$ cat src/rtl/decoder_pkg.sv
// Shared defaults and helpers for the pipelined one-hot index decoder.
package decoder_pkg;
  localparam int DEF_N  = 5;
  localparam int DEF_LO = 3;

  function automatic int out_width(input int n);
    return 1 << n;
  endfunction
endpackage

$ cat src/rtl/decoder_if.sv
// Request/response handshake bundle for decoder_pipelined.
interface decoder_if
  import decoder_pkg::*;
#(
  parameter int N = DEF_N
);
  logic                    in_valid;
  logic                    in_ready;
  logic                    ena;
  logic [N-1:0]            in;
  logic                    out_valid;
  logic                    out_ready;
  logic [out_width(N)-1:0] out;
  logic                    busy;

  modport master (
    output in_valid, ena, in, out_ready,
    input  in_ready, out_valid, out, busy
  );

  modport slave (
    input  in_valid, ena, in, out_ready,
    output in_ready, out_valid, out, busy
  );
endinterface

$ cat src/rtl/decoder_stage.sv
// Combinational M-to-2**M one-hot decode with enable; all-zero when disabled.
module decoder_stage #(
  parameter int M = 2
) (
  input  logic              ena,
  input  logic [M-1:0]      in,
  output logic [(1<<M)-1:0] out
);
  always_comb begin
    out = '0;
    for (int i = 0; i < (1 << M); i++) out[i] = ena && (in == M'(i));
  end
endmodule

$ cat src/rtl/decoder_pipelined.sv
// Two-stage valid/ready one-hot decoder: stage 1 decodes the upper index bits
// into a group select, stage 2 expands it with the low bits.
// Optional macro DECODER_ZERO_MASK_EN forces out[0] to 0.
module decoder_pipelined
  import decoder_pkg::*;
#(
  parameter int N  = DEF_N,
  parameter int LO = DEF_LO
) (
  input  logic     clk,
  input  logic     rst_n,
  decoder_if.slave bus
);
  localparam int HI = N - LO;
  localparam int G  = 1 << HI;
  localparam int L  = 1 << LO;
  localparam int W  = out_width(N);

  logic          s1_valid;
  logic [G-1:0]  grp;
  logic [LO-1:0] lo;
  logic          out_valid;
  logic [W-1:0]  out_q;

  logic          adv1, adv2, accept;
  logic [G-1:0]  grp_dec;
  logic [L-1:0]  lo_dec;
  logic [W-1:0]  out_dec;
  logic [W-1:0]  out_word;

  assign adv2   = !out_valid || bus.out_ready;
  assign adv1   = !s1_valid || adv2;
  assign accept = bus.in_valid && adv1;

  decoder_stage #(.M(HI)) u_grp (
    .ena (bus.ena),
    .in  (bus.in[N-1:LO]),
    .out (grp_dec)
  );

  always_ff @(posedge clk or negedge rst_n) begin
    if (!rst_n) begin
      s1_valid <= 1'b0;
      grp      <= '0;
      lo       <= '0;
    end else begin
      if (adv1) s1_valid <= bus.in_valid;
      if (accept) begin
        grp <= grp_dec;
        lo  <= bus.in[LO-1:0];
      end
    end
  end

  // ena is already folded into grp, so the low decode is always enabled
  decoder_stage #(.M(LO)) u_lo (
    .ena (1'b1),
    .in  (lo),
    .out (lo_dec)
  );

  for (genvar g = 0; g < G; g++) begin : g_grp
    assign out_dec[g*L +: L] = grp[g] ? lo_dec : '0;
  end

`ifdef DECODER_ZERO_MASK_EN
  assign out_word = {out_dec[W-1:1], 1'b0};
`else
  assign out_word = out_dec;
`endif

  always_ff @(posedge clk or negedge rst_n) begin
    if (!rst_n) begin
      out_valid <= 1'b0;
      out_q     <= '0;
    end else if (adv2) begin
      out_valid <= s1_valid;
      if (s1_valid) out_q <= out_word;
    end
  end

  assign bus.in_ready  = adv1;
  assign bus.out_valid = out_valid;
  assign bus.out       = out_q;
  assign bus.busy      = s1_valid || out_valid;
endmodule

$ cat src/flat_wrapper.sv
// flat-port wrapper written by rule: the top's interface ports become plain ports
module decoder_pipelined_flat import decoder_pkg::*;
#(
  parameter int N  = DEF_N,
  parameter int LO = DEF_LO
)
  (clk, rst_n, bus_in_valid, bus_ena, bus_in, bus_out_ready, bus_in_ready, bus_out_valid, bus_out, bus_busy);
  decoder_if #(.N(N)) bus_i ();
  input  logic clk;
  input  logic rst_n;
  input wire logic [$bits(bus_i.in_valid)-1:0] bus_in_valid;
  input wire logic [$bits(bus_i.ena)-1:0] bus_ena;
  input wire logic [$bits(bus_i.in)-1:0] bus_in;
  input wire logic [$bits(bus_i.out_ready)-1:0] bus_out_ready;
  output wire logic [$bits(bus_i.in_ready)-1:0] bus_in_ready;
  output wire logic [$bits(bus_i.out_valid)-1:0] bus_out_valid;
  output wire logic [$bits(bus_i.out)-1:0] bus_out;
  output wire logic [$bits(bus_i.busy)-1:0] bus_busy;
  assign bus_i.in_valid = bus_in_valid;
  assign bus_i.ena = bus_ena;
  assign bus_i.in = bus_in;
  assign bus_i.out_ready = bus_out_ready;
  assign bus_in_ready = bus_i.in_ready;
  assign bus_out_valid = bus_i.out_valid;
  assign bus_out = bus_i.out;
  assign bus_busy = bus_i.busy;
  decoder_pipelined #(.N(N), .LO(LO)) u_core (.clk(clk), .rst_n(rst_n), .bus(bus_i));
endmodule
$ cat config.mk
export PLATFORM = sky130hd
export DESIGN_NAME = decoder_pipelined_flat
export DESIGN_NICKNAME = d
export VERILOG_FILES = /design/src/rtl/decoder_pkg.sv /design/src/rtl/decoder_if.sv /design/src/rtl/decoder_stage.sv /design/src/rtl/decoder_pipelined.sv /design/src/flat_wrapper.sv
export SDC_FILE = /design/constraint.sdc
export NUM_CORES = 1
export LEC_CHECK = 0
export CAP_MARGIN = 10
export CORE_MARGIN = 3
export CORE_UTILIZATION = 25
export CTS_BUF_LIST = sky130_fd_sc_hd__clkbuf_4 sky130_fd_sc_hd__clkbuf_8
export DETAILED_ROUTE_END_ITERATION = 16
export PLACE_DENSITY_LB_ADDON = 0.2
export SETUP_SLACK_MARGIN = 0.15
export SYNTH_ARGS = -nofsm -noshare
export SYNTH_HDL_FRONTEND = slang
export SYNTH_SLANG_ARGS = --single-unit
$ cat constraint.sdc
create_clock -name clk -period 1.3 [get_ports clk]
set_input_delay 0.26 -clock clk [delete_from_list [all_inputs] [get_ports clk]]
set_output_delay 0.26 -clock clk [all_outputs]
set_load 0.03 [all_outputs]
==> results of run 1 <==
[layout make-up]
| cell class | count | area [µm²] |
|---|---|---|
| Multi-Input combinational cell | 96 | 852 |
| Sequential cell | 41 | 1030 |
| Clock inverter | 3 | 65.1 |
| Fill cell | 734 | 4260 |
| Inverter | 12 | 45.0 |
| Clock buffer | 5 | 68.8 |
| Timing Repair Buffer | 88 | 846 |
| Tap cell | 99 | 124 |
[cells by family (layout without fill, tap and decap cells)]
group | Yosys count | count (layout) | synth area share [%]
DFF | 41 | 41 | 54.4
and+or+nand+nor | 57 | 57 | 16.9
buffers and inverters | 23 | 108 | 6.04
AOI/OAI and AO/OA | 16 | 16 | 5.31
muxes | 23 | 23 | 17.3
[state kept, by name, indices dropped and copies added (netlist names)]
name and cells:
u_core.bus.out 32, u_core.grp 4, u_core.lo 3, u_core.bus.out_valid 1, u_core.s1_valid 1
[critical path, delay by kind of cell (launching register included)]
family,cells,cell delay (ps)
simple gates,2,280
mux,1,290
flops,1,420
buf+inv,2,290
[stage by stage]
stage	power (mW)	cell area, µm²
global route	3.49	3030
detailed placement	2.01	2540
CTS	3.35	2900
finish	3.35	3030
global placement	2.01	2540
floorplan	1.74	1910
[layout by cell type, fill, tap and decap left out, drive strengths merged, types with 2 or more instances in the layout]
| master | instances |
|---|---|
| o21ai | 12 |
| clkdlybuf4s50 | 8 |
| nor2 | 12 |
| inv | 12 |
| nor3b | 6 |
| dfrtp | 41 |
| nand4 | 12 |
| nor3 | 5 |
| and2 | 3 |
| bufinv | 2 |
| clkbuf | 6 |
| nor2b | 2 |
| mux2 | 23 |
| a32o | 4 |
| nand2b | 5 |
| nand2 | 10 |
| buf | 78 |
[routing by layer]
metal	global-route usage, %	vias to the layer above	share of wire [%]
met5	0	-	0
met4	4.40	0	1.8
met3	2.68	6	4.6
met2	16.7	35	47
met1	15.1	687	47
li1	-	714	-
[how the worst min path moves through the flow]
| stage | from | endpoint | slack (ps) | cells past startpoint |
|---|---|---|---|---|
| 6_report | rst_n | u_core.bus.out[11] | 410 | 2 |
| 5_1_grt | rst_n | u_core.bus.out[11] | 430 | 2 |
| 4_1_cts | rst_n | u_core.bus.out[20] | 410 | 2 |
| 3_5_place_dp | rst_n | u_core.bus.out[12] | 190 | 1 |
| 3_3_place_gp | rst_n | u_core.bus.out[12] | 200 | 1 |
| 2_1_floorplan | rst_n | u_core.bus.out[0] | -40 | 0 |
[where the power goes]
group / internal [mW] / leakage (nW) / switching (mW)
clock network: 0.763 / 0.0681 / 0.451
logic: 0.396 / 0.822 / 0.348
registers: 1.33 / 0.553 / 0.0635
total: 2.49 / 1.44 / 0.863
[timing repair]
action	in CTS	in global routing
hold buffers	1	0
cloned	1	1
endpoints found under the setup margin	42	55
pin swaps	0	1
hold endpoints to repair	13	0
gates resized for setup	48	5
setup buffers	8	11
==> key figures, run 1 <==
Status
  – Status: finished, violations left
  – Failing checks: setup timing

STA
  – RSZ-0062 raised after global routing: yes
  – Worst clock skew: 4.40 ps
  – Worst-Margin Slew: 373 ps
  – Final Critical Period: 1400 ps
  – Worst rel slew slack: 75.1%
  – Setup WS post-layout: -96.7 ps
  – Setup TNS: -1910 ps
  – Final setup viols: 28
  – Final hold viol count: 0
  – Fin crit share: 107%
  – Slew Limit Fails: 0
  – Fmax: 716 MHz
  – Final hold slack: 406 ps

Critical path
  – Reg2Reg Capture Point: u_core.bus.out[28]
  – Critical Path RT: 1480 ps
  – Crit-path max cell delay: 420 ps
  – Crit path DAT: 1580 ps
  – Flop2flop setup slack: -100 ps
  – Crit path launch: u_core.bus.out_valid
  – Worst path slowest cell: dfrtp_2
  – Worst setup endpoint: u_core.bus.out[28]
  – Critical path cell sequence: buf_6 > nand2b_4 > and2_4 > buf_12 > mux2_4
  – Worst Setup Start Kind: register
  – CP max FO: 8
  – CP Class: register to register
  – R2R depth: 5
  – R2r startpoint: u_core.bus.out_valid
  – Worst setup EP type: register

Floorplanning
  – Core ar.: 7290 µm²
  – Die Height: 92.8 µm
  – Die area: 8610 µm²
  – Die Width: 92.8 µm
  – I/O pin cnt: 45
  – Initial Utilization: 25.8%
  – # rows: 31

Logic synthesis
  – Post-synth EDFFs: 0
  – Number of synthesized register bits: 41
  – Syn Area/Cell: 11.8 µm²
  – Synth area leaders: dfrtp_1, mux2_4, nand4_1
  – Synth Instances: 160
  – Top_reg_cell synth: dfrtp_1
  – Synth unique cells: 22
  – Synth top area share: 54.4%
  – Synth warnings: 0
  – Synth top cells by count: dfrtp_1, mux2_4
  – Post-synthesis sequential area ratio: 54.4%
  – Largest area contributor in the netlist: dfrtp_1
  – Syn nets: 170
  – Most common cell in the netlist: dfrtp_1
  – Synth Cell Area: 1880 µm²
  – Ys async rst share: 100%

CTS
  – H-tree depth: 2
  – Clk Latency, worst-skew pair: 290 ps
  – CTS clk-pin slew, worst paths: 80 ps
  – CTS Buf Count: 5
  – Sink Count: 41
  – Clock Path Buffers: 2
  – Root buf cell: clkbuf_8
  – CTS tree: done

Placed design
  – Placed insts: 314
  – Worst slack, placed: -348 ps
  – I/O Buffers: 44
  – HPWL Detailed: 3250 µm
  – Routability congestion estimate: 0.717

Route
  – ANT nets after route: 0
  – Vias: 1,442
  – DR WL/cell: 13.2 µm
  – Drt first-iter violations: 38
  – Pre-antenna DRT Iters: 4
  – Vias per cell: 4.19
  – DRT Wirelength: 4560 µm
  – Drc violations: 0

Global route
  – Vias in the first global route: 1,471
  – First-pass GRT wire length: 7370 µm
  – Initial antenna violation count: 0
  – Pin count of the biggest net entering global routing: 20
  – GRT overflow: 0
  – All-Layer GR Usage: 11.0%

Finish
  – Non-Filler Instances: 344
  – Util after Layout: 41.6%
  – Share of cells above drive strength 1: 53.1%
  – Antenna Cells: 0
  – Final layout net count: 254
  – Area grow syn2layout: 60.8%

Power
  – PD cells: 1110 nW/µm²
  – Maximum VDD drop: 0.415 mV
  – Leakage: 1.44 nW

Flow run
  – # Max-Cap Violations: 0

Min path
  – Hold Crit Class: input pin to async pin
No activity file was read; power rests on OpenSTA's default activity.
==> run 2: changes to the inputs <==
CORE_MARGIN = not set   (was 3)
REMOVE_ABC_BUFFERS = 1   (was not set)
==> run 2 against run 1 <==
  * The flow still finishes with violations (setup timing)
  * Cell area down 0.83%
  * Count of clock-buffer cells in the layout increased by 2
  * Clock power down 22%
  * Sequential cell count unchanged
  * Core utilization is 0.12 points lower
  * Register-to-register slack better by 20 ps
  * Worst setup slack improved by 21 ps
  * Total power shrank 8.4%
  * Die area fell by 8.4%
  * Largest power group unchanged
==> key figures, run 2 (same netlist as run 1, synthesis figures left out) <==
Placed design
  – I/O Buffers: 44
  – Area post-placement: 2470 µm²
  – Routability congestion estimate: 0.693
  – Worst slack, placed: -354 ps
  – HPWL Detailed: 3020 µm

Finish
  – Largest register FFs: 32
  – Antenna Cells: 0
  – Non-Filler Cell Area, Final: 3010 µm²
  – Util after Layout: 41.4%
  – Register area: 1030 µm²
  – Commonest non-fill, non-tap cell in the layout: buf_4
  – Area grow syn2layout: 59.5%
  – Share of cells above drive strength 1: 53.4%
  – Final layout net count: 256
  – Multi-input logic area: 846 µm²
  – Fill cell count: 716
  – Most frequent cells in the layout: buf_4, dfrtp_1, mux2_4

Status
  – Status: finished, violations left
  – Failing checks: setup timing

Critical path
  – Flop2flop setup slack: -80 ps
  – Crit-path max cell delay: 390 ps
  – Crit path DAT: 1560 ps
  – Delay-heaviest family, CP: flip-flops
  – Worst setup EP type: register
  – CP Class: register to register
  – Critical Path RT: 1490 ps
  – Critical path cell sequence: buf_6 > nand2b_4 > and2_4 > clkbuf_16 > mux2_4
  – Worst path slowest cell: dfrtp_1
  – Worst path bufs/invs: 2
  – Worst Setup Start Kind: register
  – CP max FO: 6

Flow run
  – # Max-Cap Violations: 0

STA
  – Worst rel slew slack: 78.9%
  – Worst-Margin Slew: 317 ps
  – RSZ-0062 raised after global routing: yes
  – Slew Limit Fails: 0
  – Worst clock skew: 6.65 ps
  – Setup WS post-layout: -75.9 ps
  – Fin crit share: 106%
  – Final Critical Period: 1380 ps
  – Final hold viol count: 0
  – Final setup viols: 30
  – Setup TNS: -1390 ps
  – Fmax: 727 MHz

Route
  – Vias per cell: 4.27
  – Drt first-iter violations: 54
  – Pre-antenna DRT Iters: 4
  – Drc violations: 0
  – DR WL/cell: 13.6 µm
  – ANT nets after route: 0
  – DRT Wirelength: 4690 µm
  – Vias: 1,476

Floorplanning
  – Die Height: 88.8 µm
  – Initial Utilization: 26.0%
  – I/O pin cnt: 45
  – Die Width: 88.8 µm
  – # rows: 31
  – Die area: 7890 µm²
  – Core ar.: 7250 µm²

Global route
  – Vias in the first global route: 1,375
  – All-Layer GR Usage: 12.1%
  – First-pass GRT wire length: 6980 µm
  – Initial antenna violation count: 0
  – Pin count of the biggest net entering global routing: 42
  – GRT overflow: 0

Power
  – Internal power: 2.20 mW
  – Clk pwr share: 30.6%
  – Maximum VDD drop: 0.368 mV
  – Comb power frac: 23.9%
  – Net switching power: 0.874 mW
  – Leakage: 1.44 nW
  – Sequential power share: 45.5%
  – Total power: 3.07 mW
  – Sw Share: 28.4%
  – PD cells: 1020 nW/µm²

CTS
  – Clock Path Buffers: 2
  – Clk Latency, worst-skew pair: 290 ps
  – H-tree depth: 2
  – CTS tree: done
  – Sink Count: 41
  – CTS Buf Count: 5
  – CTS clk-pin slew, worst paths: 80 ps
  – Root buf cell: clkbuf_8

Min path
  – Hold Crit Class: input pin to async pin
==> run 2: cell count changes in the layout (fill, tap and decap cells not counted), moves of 3 or more <==
cell	previous run	this run
buf_12	6	3
buf_4	56	52
o21ai_2	9	12
buf_6	14	21
==> run 2: power by group through the flow <==
stage	Combinational (mW)	Clock, mW	Sequential, mW
after CTS	0.635	0.966	1.40
after global placement	0.554	0	1.42
after floorplan	0.197	0	1.49
after detailed placement	0.557	0	1.42
final	0.734	0.940	1.40
after global routing	0.788	1.01	1.41
==> run 2: worst min-delay path: stages <==
cell,delay (ps)
dlygate4sd3_1,520
buf_2,120
buf_12,230
==> run 2: metrics by stage <==
stage	cells	hold WS (ps)
after global placement	311	252
after floorplan	149	-35.6
after global routing	346	482
after detailed placement	311	256
final	346	462
after CTS	327	467
==> run 2: worst paths after layout <==
| kind | start | endpoint | cells past startpoint |
|---|---|---|---|
| max reg2reg | u_core.bus.out_valid | u_core.bus.out[29] | 5 |
| min reg2reg | u_core.bus.out[3] | u_core.bus.out[3] | 1 |
| max in group asynchronous | rst_n | u_core.lo[1] | 3 |
| min | rst_n | u_core.bus.out[9] | 3 |
| max | u_core.bus.out_valid | u_core.bus.out[29] | 5 |
| min in group clk | u_core.bus.out[3] | u_core.bus.out[3] | 1 |
==> run 2: timing repair <==
action | CTS | global route
setup endpoints to repair | 43 | 61
buffers inserted | 7 | 17
hold buffers | 1 | 0
cloned | 0 | 2
hold endpoints to repair | 41 | 0
gates resized for setup | 41 | 27
pin swaps | 0 | 2
==> run 2: final cells by class <==
cell class                      count  share of cell area (%)
Sequential cell                    41                    34.2
Multi-Input combinational cell     96                    28.1
Clock buffer                        7                    3.21
Clock inverter                      1                   0.167
Inverter                           12                    1.50
Timing Repair Buffer               90                    28.7
Tap cell                           99                    4.12
==> run 2: routing by layer <==
metal  wire length [µm]  vias up  global-route usage [%]  share of wire (%)
met1               2150      715                    16.8                 46
met2               2340       37                    18.4                 50
met5                  0        -                       0                  0
met3                168        4                    3.08                3.6
li1                   -      720                       -                  -
met4                 34        0                    3.96               0.72
==> run 3: changes to the inputs <==
CORE_MARGIN = 2   (was not set)
==> run 3 against run 2 <==
  * The flow still finishes with violations (setup timing)
  * Count of clock-buffer cells in the layout unchanged
  * Via count increased by 0.27%
  * Combinational power decreased by 4.0%
  * Critical endpoint is now u_core.bus.out[23]
  * Wire length increased by 0.75%
  * Core utilization decreased by 0.53 points
==> key figures, run 3 (same netlist as run 1, synthesis figures left out) <==
Status
  – Status: finished, violations left
  – Failing checks: setup timing

Floorplanning
  – Die Width: 90.8 µm
  – # rows: 31
  – Core ar.: 7290 µm²
  – Die area: 8250 µm²
  – Die Height: 90.8 µm
  – I/O pin cnt: 45
  – Initial Utilization: 25.8%

Critical path
  – Flop2flop setup slack: -90 ps
  – Worst path bufs/invs: 2
  – Critical path cell sequence: buf_6 > nand2b_4 > and2_4 > clkbuf_16 > mux2_4
  – Worst Setup Start Kind: register
  – Worst setup EP type: register
  – Crit path DAT: 1580 ps
  – CP Class: register to register
  – CP max FO: 7
  – Crit-path max cell delay: 390 ps
  – Critical Path RT: 1490 ps
  – WP depth: 5
  – R2R depth: 5
  – Worst path slowest cell: dfrtp_1
  – Delay-heaviest family, CP: flip-flops

Global route
  – All-Layer GR Usage: 11.6%
  – Initial antenna violation count: 0
  – Vias in the first global route: 1,443
  – Pin count of the biggest net entering global routing: 42
  – First-pass GRT wire length: 7370 µm
  – GRT overflow: 0

Placed design
  – Area post-placement: 2450 µm²
  – Routability congestion estimate: 0.703
  – HPWL Detailed: 2990 µm
  – I/O Buffers: 44

Route
  – Drt first-iter violations: 50
  – DR WL/cell: 13.8 µm
  – DRT Wirelength: 4730 µm
  – Pre-antenna DRT Iters: 4
  – Vias: 1,480
  – ANT nets after route: 0
  – Vias per cell: 4.31
  – Drc violations: 0

Finish
  – Share of cells above drive strength 1: 52.0%
  – Most frequent cells in the layout: buf_4, dfrtp_1, mux2_4
  – Util after Layout: 40.9%
  – Area grow syn2layout: 58.3%
  – Commonest non-fill, non-tap cell in the layout: buf_4
  – Final layout net count: 253
  – Antenna Cells: 0
  – Non-Filler Cell Area, Final: 2980 µm²
  – Largest register FFs: 32

STA
  – Worst-Margin Slew: 337 ps
  – Fmax: 719 MHz
  – Final Critical Period: 1390 ps
  – Fin crit share: 107%
  – Final hold viol count: 0
  – Setup TNS: -1340 ps
  – Slew Limit Fails: 0
  – Final setup viols: 30
  – Setup WS post-layout: -91.4 ps
  – Worst clock skew: 6.05 ps
  – RSZ-0062 raised after global routing: yes
  – Worst rel slew slack: 77.6%

CTS
  – CTS tree: done
  – Sink Count: 41
  – Root buf cell: clkbuf_8
  – Clk Latency, worst-skew pair: 300 ps
  – CTS Buf Count: 5
  – H-tree depth: 2
  – Clock Path Buffers: 2
  – CTS clk-pin slew, worst paths: 80 ps

Flow run
  – # Max-Cap Violations: 0

Power
  – Comb power frac: 23.2%
  – Maximum VDD drop: 0.354 mV
  – Sw Share: 28.3%
  – Clk pwr share: 30.7%
  – PD cells: 1020 nW/µm²
  – Net switching power: 0.862 mW
  – Internal power: 2.18 mW
  – Leakage: 1.43 nW
  – Sequential power share: 46.1%

Min path
  – Hold Crit Class: input pin to async pin
## run 3: cell types whose count changed in the layout (fill, tap and decap cells not counted), sizes merged
cell / before / now
clkbuf: 9 / 10
buf: 79 / 75
clkdlybuf4s50: 8 / 7
dlygate4sd2: 0 / 1
## run 3: worst paths after layout
path                                           start                 end
min in group clk                  u_core.bus.out[21]  u_core.bus.out[21]
max in group asynchronous                      rst_n        u_core.lo[1]
worst min-delay path                           rst_n  u_core.bus.out[18]
worst max register to register  u_core.bus.out_valid  u_core.bus.out[23]
worst max-delay path            u_core.bus.out_valid  u_core.bus.out[23]
worst min register to register    u_core.bus.out[21]  u_core.bus.out[21]
## run 3: metal layers
layer	wire, µm	GRT usage (%)	share of wire [%]	vias to the layer above
met5	0	0	0	-
met4	92	5.30	1.9	0
met3	145	2.42	3.1	7
met2	2350	19.2	50	23
met1	2140	14.4	45	732
li1	-	-	-	718
## run 3: area by class of cell
type / count / area (µm²)
clock buffers: 7 / 96.3
clock inverters: 1 / 5.00
fillers: 738 / 4310
inverters: 12 / 45.0
multi-input cells: 96 / 837
flip-flops and latches: 41 / 1030
well taps: 99 / 124
repair buffers: 87 / 848
## run 3: worst register-to-register path: stages (launching register included)
cell       delay, ps
dfrtp_1          390
buf_6            140
nand2b_4          70
and2_4           210
clkbuf_16        190
mux2_4           290
## run 3: stage by stage
| stage | hold slack [ps] | total power [mW] | worst slack [ps] | std cells |
|---|---|---|---|---|
| floorplan | -35.6 | 1.68 | -338 | 149 |
| global placement | 252 | 1.96 | -348 | 309 |
| detailed placement | 252 | 1.96 | -381 | 309 |
| CTS | 467 | 2.97 | -75.4 | 325 |
| global route | 492 | 3.18 | -129 | 343 |
| finish | 462 | 3.04 | -91.4 | 343 |
## run 3: what timing repair did
item,4_1_cts,5_1_grt
endpoints found under the setup margin,44,62
buffers inserted,7,15
cloned,0,3
hold buffers,1,0
endpoints found under the hold margin,41,0
gates resized for setup,30,35
pin swaps,1,2
## run 3: power by group through the flow
stage / clock [mW] / combinational (mW) / sequential (mW)
5_1_grt: 1.01 / 0.754 / 1.41
3_5_place_dp: 0 / 0.537 / 1.43
4_1_cts: 0.956 / 0.608 / 1.40
6_report: 0.934 / 0.705 / 1.40
3_3_place_gp: 0 / 0.536 / 1.43
2_1_floorplan: 0 / 0.197 / 1.49
